--- src/rtl/pagemem_arb.sv ---
// pagemem_arb: arbiter and access sequencer for the shared paged SRAM.
//
// The CPU reaches the SRAM through an 8 KB window; its address is {page, offset}.
// The DMA engine uses a flat 18-bit address. One fixed-length access runs at a time.
// Address, write data and direction are latched when the access is granted.
//
// Ports:
//   i_clk, i_rst                 clock; asynchronous active-high reset
//   i_page                       current page from the page select register
//   i_cpu_*/o_cpu_*              CPU window request (level), data, ready pulse
//   i_dma_*/o_dma_*              DMA request (level), data, ack pulse
//   o_mem_*/i_mem_din            SRAM pins
//   i_cfg_*/o_cfg_do             config register file
//                                  0 ctrl   {dma_prio, dma_en}
//                                  1 status {state==DMA_ACC, state==CPU_ACC, cpu_req}
//                                  2 DMA grant count, 3 CPU grant count
//
// Build option:
//   PAGEMEM_ARB_STATS_EN  enables the saturating grant counters at regs 2 and 3.
//                         Without it, both registers read 0.
//
// state    | meaning
// ---------+---------------------------------------------------------
// IDLE     | arbitrate between the CPU and DMA requests every cycle
// CPU_ACC  | CPU access on the SRAM pins for WAIT_STATES+1 cycles
// DMA_ACC  | DMA access on the SRAM pins for WAIT_STATES+1 cycles
// DONE     | completion pulse; both requests are ignored
module pagemem_arb #(
    parameter int WAIT_STATES    = 1,
    parameter int MAX_DMA_STREAK = 4
) (
    input  logic        i_clk,
    input  logic        i_rst,
    input  logic [4:0]  i_page,
    input  logic        i_cpu_req,
    input  logic        i_cpu_rw,
    input  logic [12:0] i_cpu_addr,
    input  logic [7:0]  i_cpu_di,
    output logic [7:0]  o_cpu_do,
    output logic        o_cpu_ready,
    input  logic        i_dma_req,
    input  logic        i_dma_rw,
    input  logic [17:0] i_dma_addr,
    input  logic [7:0]  i_dma_di,
    output logic [7:0]  o_dma_do,
    output logic        o_dma_ack,
    output logic [17:0] o_mem_addr,
    input  logic [7:0]  i_mem_din,
    output logic [7:0]  o_mem_dout,
    output logic        o_mem_oe,
    output logic        o_mem_we,
    input  logic        i_cfg_cs,
    input  logic        i_cfg_rw,
    input  logic [1:0]  i_cfg_ad,
    input  logic [7:0]  i_cfg_di,
    output logic [7:0]  o_cfg_do
);
    localparam int WW = (WAIT_STATES < 1) ? 1 : $clog2(WAIT_STATES + 1);
    localparam logic [WW-1:0] WAIT_LOAD = WW'(WAIT_STATES);

    typedef enum logic [1:0] {
        ST_IDLE    = 2'd0,
        ST_CPU_ACC = 2'd1,
        ST_DMA_ACC = 2'd2,
        ST_DONE    = 2'd3
    } state_t;

    state_t          r_state;
    state_t          w_state_nxt;
    logic [1:0]      r_ctrl;
    logic [2:0]      r_streak;
    logic [WW-1:0]   r_wait;
    logic [17:0]     r_mem_addr;
    logic [7:0]      r_mem_dout;
    logic            r_mem_oe;
    logic            r_mem_we;
    logic [7:0]      r_cpu_do;
    logic [7:0]      r_dma_do;
    logic            r_cpu_ready;
    logic            r_dma_ack;
    logic [7:0]      r_cfg_do;
    logic [7:0]      w_cfg_rdata;
    logic [7:0]      w_reg2;
    logic [7:0]      w_reg3;
    logic            w_dma_eff;
    logic            w_streak_hit;
    logic            w_pick_cpu;
    logic            w_pick_dma;
    logic            w_grant_cpu;
    logic            w_grant_dma;
    logic            w_last;
    logic            w_unused_cfg_di;

    assign w_unused_cfg_di = ^i_cfg_di[7:2];

    // The CPU wins any contention unless DMA has priority and has not yet
    // used up its allowed run of grants while the CPU was waiting.
    assign w_dma_eff    = i_dma_req & r_ctrl[0];
    assign w_streak_hit = (int'(r_streak) >= MAX_DMA_STREAK);
    assign w_pick_cpu   = i_cpu_req & (~w_dma_eff | ~r_ctrl[1] | w_streak_hit);
    assign w_pick_dma   = w_dma_eff & ~w_pick_cpu;

    always_ff @(posedge i_clk or posedge i_rst) begin
        if (i_rst) r_state <= ST_IDLE;
        else       r_state <= w_state_nxt;
    end

    always_comb begin
        w_state_nxt = r_state;
        w_grant_cpu = 1'b0;
        w_grant_dma = 1'b0;
        w_last      = 1'b0;
        case (r_state)
            ST_IDLE: begin
                if (w_pick_cpu) begin
                    w_grant_cpu = 1'b1;
                    w_state_nxt = ST_CPU_ACC;
                end else if (w_pick_dma) begin
                    w_grant_dma = 1'b1;
                    w_state_nxt = ST_DMA_ACC;
                end
            end
            ST_CPU_ACC, ST_DMA_ACC: begin
                if (r_wait == '0) begin
                    w_last      = 1'b1;
                    w_state_nxt = ST_DONE;
                end
            end
            default: w_state_nxt = ST_IDLE;
        endcase
    end

    always_ff @(posedge i_clk or posedge i_rst) begin
        if (i_rst) begin
            r_wait      <= '0;
            r_mem_addr  <= '0;
            r_mem_dout  <= '0;
            r_mem_oe    <= 1'b0;
            r_mem_we    <= 1'b0;
            r_cpu_do    <= '0;
            r_dma_do    <= '0;
            r_cpu_ready <= 1'b0;
            r_dma_ack   <= 1'b0;
        end else begin
            r_cpu_ready <= 1'b0;
            r_dma_ack   <= 1'b0;
            if (w_grant_cpu) begin
                r_mem_addr <= {i_page, i_cpu_addr};
                r_mem_dout <= i_cpu_di;
                r_mem_oe   <= i_cpu_rw;
                r_mem_we   <= ~i_cpu_rw;
                r_wait     <= WAIT_LOAD;
            end else if (w_grant_dma) begin
                r_mem_addr <= i_dma_addr;
                r_mem_dout <= i_dma_di;
                r_mem_oe   <= i_dma_rw;
                r_mem_we   <= ~i_dma_rw;
                r_wait     <= WAIT_LOAD;
            end else if (w_last) begin
                if (r_state == ST_CPU_ACC) begin
                    if (r_mem_oe) r_cpu_do <= i_mem_din;
                    r_cpu_ready <= 1'b1;
                end else begin
                    if (r_mem_oe) r_dma_do <= i_mem_din;
                    r_dma_ack <= 1'b1;
                end
                r_mem_oe <= 1'b0;
                r_mem_we <= 1'b0;
            end else if (r_state == ST_CPU_ACC || r_state == ST_DMA_ACC) begin
                r_wait <= r_wait - 1'b1;
            end
        end
    end

    // Streak counts DMA grants taken while the CPU was kept waiting.
    always_ff @(posedge i_clk or posedge i_rst) begin
        if (i_rst) begin
            r_streak <= '0;
        end else if (w_grant_cpu) begin
            r_streak <= '0;
        end else if (w_grant_dma) begin
            if (!i_cpu_req)             r_streak <= '0;
            else if (r_streak != 3'd7)  r_streak <= r_streak + 3'd1;
        end
    end

`ifdef PAGEMEM_ARB_STATS_EN
    logic [7:0] r_dma_cnt;
    logic [7:0] r_cpu_cnt;
    logic       w_stats_clr;

    assign w_stats_clr = i_cfg_cs & ~i_cfg_rw & i_cfg_ad[1];

    always_ff @(posedge i_clk or posedge i_rst) begin
        if (i_rst) begin
            r_dma_cnt <= '0;
            r_cpu_cnt <= '0;
        end else if (w_stats_clr) begin
            r_dma_cnt <= '0;
            r_cpu_cnt <= '0;
        end else begin
            if (w_grant_dma && r_dma_cnt != 8'hFF) r_dma_cnt <= r_dma_cnt + 8'd1;
            if (w_grant_cpu && r_cpu_cnt != 8'hFF) r_cpu_cnt <= r_cpu_cnt + 8'd1;
        end
    end

    assign w_reg2 = r_dma_cnt;
    assign w_reg3 = r_cpu_cnt;
`else
    assign w_reg2 = 8'd0;
    assign w_reg3 = 8'd0;
`endif

    always_comb begin
        w_cfg_rdata = 8'd0;
        case (i_cfg_ad)
            2'd0:    w_cfg_rdata = {6'd0, r_ctrl};
            2'd1:    w_cfg_rdata = {5'd0, r_state == ST_DMA_ACC, r_state == ST_CPU_ACC, i_cpu_req};
            2'd2:    w_cfg_rdata = w_reg2;
            default: w_cfg_rdata = w_reg3;
        endcase
    end

    always_ff @(posedge i_clk or posedge i_rst) begin
        if (i_rst) begin
            r_ctrl   <= '0;
            r_cfg_do <= '0;
        end else if (i_cfg_cs) begin
            if (i_cfg_rw)              r_cfg_do <= w_cfg_rdata;
            else if (i_cfg_ad == 2'd0) r_ctrl   <= i_cfg_di[1:0];
        end
    end

    assign o_mem_addr  = r_mem_addr;
    assign o_mem_dout  = r_mem_dout;
    assign o_mem_oe    = r_mem_oe;
    assign o_mem_we    = r_mem_we;
    assign o_cpu_do    = r_cpu_do;
    assign o_dma_do    = r_dma_do;
    assign o_cpu_ready = r_cpu_ready;
    assign o_dma_ack   = r_dma_ack;
    assign o_cfg_do    = r_cfg_do;

endmodule

--- config.mk ---
export PLATFORM = sky130hd
export DESIGN_NAME = pagemem_arb
export DESIGN_NICKNAME = d
export VERILOG_FILES = /design/src/rtl/pagemem_arb.sv
export SDC_FILE = /design/constraint.sdc
export NUM_CORES = 1
export LEC_CHECK = 0
export CORE_ASPECT_RATIO = 1.5
export CORE_UTILIZATION = 41
export CTS_CLUSTER_SIZE = 20
export DETAILED_ROUTE_END_ITERATION = 8
export PLACE_DENSITY = 0.83
export SLEW_MARGIN = 10
export SYNTH_ARGS = -nofsm -noshare
export SYNTH_HDL_FRONTEND = slang
export SYNTH_SLANG_ARGS = --single-unit
--- constraint.sdc ---
create_clock -name i_clk -period 2.55 [get_ports i_clk]
set_input_delay 0.6375 -clock i_clk [delete_from_list [all_inputs] [get_ports i_clk]]
set_output_delay 0.6375 -clock i_clk [all_outputs]
set_load 0.005 [all_outputs]
==> out/results.ini <==
[outcome]
status=finished, final reports clean

[cts]
cts_sinks=57
cts.path.max_buffers=2
clock_latency_ps=330
clk_pin_slew_ps=60
cts_max_level=3
cts-buffers-inserted=9
cts_resized=0
clock-root-buffer=clkbuf_8
postCtsHoldBufs=0
post_cts_buffers=0
cts_tree=done

[pwr]
clkPwrFrac_pct=16.7
powerDensity_nw_per_um2=1040
p_int_mw=3.02
power.leakage_nw=1.72
combPwrFrac_pct=48.6
switchingPower_mw=1.44
p_seq_share_pct=34.7
ir_worst_vdd_uv=569
sw_frac_of_total_pct=32.2

[grt]
grt_pass1_wl_mm=12.6
grt_pass1_vias=2587
gr-total-overflow=0
antenna_found_initial=0
grt_max_degree=31
grt.total_usage_pct=22.7

[sta]
finalHoldViolCount=0
fin_skew_ps=8.75
clock.fmax_ghz=0.453
rsz0062_at_grt=no
post-route-min-period_ps=2210
finalSetupViolCount=0
fin_crit_sh_pct=86.5
finalWorstSetupSlack_ps=344
worst_slew_pin_slew_ps=792
relSlewSlack_pct=47.2
setup_tns_ps=0
drv_slew=0

[cells_and_area]
areaGrowthSynthToFinish_pct=52.9
fin_cells=439
drive_gt1_share_pct=14.0
finalInstanceArea_um2=4280
n_antenna_cell=0
nets=445
utilization_pct=65.5

[die]
initial_utilization_pct=42.8
die_h_um=103
dieArea_um2=7160
core_um2=6530
rows=36
io-pin-count=132
die_w_um=69.4

[job]
maxCapViolations=0

[synthesis]
seq_area_frac_synth_pct=51.0
synthTopCellsByArea=dfrtp_1 51%, a2bb2oi_1 8.1%, a311oi_1 8.1%
synth_flop_cell=dfrtp_1
yosys.area.top_type=dfrtp_1
synth_top_cell_area_share_pct=51.0
syn-mean-instance-area_um2=11.7
synth_edf_count=0
synth_area_um2=2800
synth-seq-cells=57
synth_async_sr_flop_share_pct=100
synthCells=239
yosysWarnings=0
synth_cell_types=39

[placed_design]
gp_congestion=0.805
port_buffers=120
dp_hpwl_mm=5.78
placed_area_um2=4110
dp_cells=426
place_ws_ps=-7.37

[route]
routed_wl_mm=8.17
firstDrtPassIters=4
wl_per_cell_um=18.6
viasPerCell=5.82
antenna_left=0
vias=2556
drc=0
drt-initial-drc-count=161

[worst_setup_path]
cp-start-kind=input port
critPathKind=input port to flop
cp_data_required_time_ps=2760
crit_start=i_cpu_req
end_kind=flop
path_max_fanout=17
r2r_slack_ps=470
endpoint=r_state[1]
reg2reg_from=r_state[0]
arrival_ps=2410
r2r-end=o_dma_do[3]
rr_worst_depth=6

[min_path]
holdCritPathClass=flop to flop

==> metal layers <==
metal  GRT usage [%]  part of all wire, %  vias up
li1                -                    -     1165
met5               0                    0        -
met3            6.01                  5.3       20
met4            11.6                  2.9        0
met2            39.8                   53      113
met1            25.7                   39     1258
==> cell families (layout without fill, tap and decap cells) <==
family                     Yosys count  after routing  synth area share [%]
muxes                               22             22                  8.72
AOI/OAI and AO/OA                   98             98                  27.6
buffers and inverters               33            153                  5.55
other                                1              5                 0.134
adders and majority gates            6              6                  2.68
and+or+nand+nor                     22             22                  4.34
DFF                                 57             57                  51.0
==> cells in the final DEF, fill, tap and decap left out, drive strengths merged, types with 2 or more instances in the layout <==
cell type / Yosys / layout
o21ai: 27 / 27
a221o: 3 / 3
a311oi: 26 / 26
ha: 6 / 6
inv: 7 / 7
buf: 11 / 13
clkdlybuf4s50: 0 / 120
conb: 1 / 5
a22o: 2 / 2
mux2i: 3 / 3
a21oi: 3 / 3
dfrtp: 57 / 57
a21o: 2 / 2
nand2: 7 / 7
nor3: 3 / 3
a311o: 2 / 2
clkbuf: 15 / 13
mux2: 19 / 19
nor2: 2 / 2
a2bb2oi: 26 / 26
nand2b: 2 / 2
o31ai: 2 / 2
==> cell usage after synthesis (2+ instances only) <==
cell,count
nand2_1,7
clkbuf_1,15
ha_1,6
mux2_2,19
inv_1,6
a21oi_1,3
a2bb2oi_1,26
nor3_1,3
a311oi_1,26
mux2i_1,3
dfrtp_1,57
buf_4,5
a221o_1,3
a22o_1,2
o31ai_1,2
o21ai_0,27
nor2_1,2
a311o_1,2
buf_2,4
nand2b_1,2
==> area by class of cell <==
class / instances / area [µm²]
Timing Repair Buffer: 133 / 1320
Clock buffer: 13 / 169
Tap cell: 76 / 95.1
Inverter: 7 / 26.3
Fill cell: 523 / 2250
Sequential cell: 57 / 1430
Multi-Input combinational cell: 153 / 1240
==> power groups by stage <==
stage | registers, mW | clock network [mW] | logic, mW
global placement | 1.53 | 0 | 2.11
finish | 1.55 | 0.744 | 2.17
floorplan | 1.55 | 0 | 1.03
global route | 1.59 | 0.805 | 2.33
CTS | 1.55 | 0.755 | 2.18
detailed placement | 1.55 | 0 | 2.17
==> worst min path at each step <==
stage	start	endpoint	depth (start not counted)
final	o_cfg_do[2]	o_cfg_do[2]	2
after global routing	o_cpu_do[6]	o_cpu_do[6]	1
after CTS	o_cfg_do[2]	o_cfg_do[2]	2
after detailed placement	o_cfg_do[2]	o_cfg_do[2]	2
after global placement	o_cfg_do[2]	o_cfg_do[2]	2
after floorplan	o_cfg_do[0]	o_cfg_do[0]	2
==> registers in the layout, indices dropped and copies added (netlist names), 2 cells and up <==
| register | count |
|---|---|
| o_mem_addr | 18 |
| o_cpu_do | 8 |
| o_dma_do | 8 |
| o_mem_dout | 8 |
| o_cfg_do | 3 |
| r_streak | 3 |
| r_ctrl | 2 |
| r_state | 2 |
==> through the flow <==
step	hold WS [ps]	total power, mW
after floorplan	473	2.58
after CTS	487	4.48
after global placement	467	3.64
after global routing	519	4.72
after detailed placement	474	3.72
final	478	4.46
==> worst max-delay path, cell delays in order <==
cell and delay (ps):
clkdlybuf4s50_1 520, a21oi_2 640, buf_4 340, a22oi_1 120, mux2i_1 160
Power figures use the tool's default switching activity.
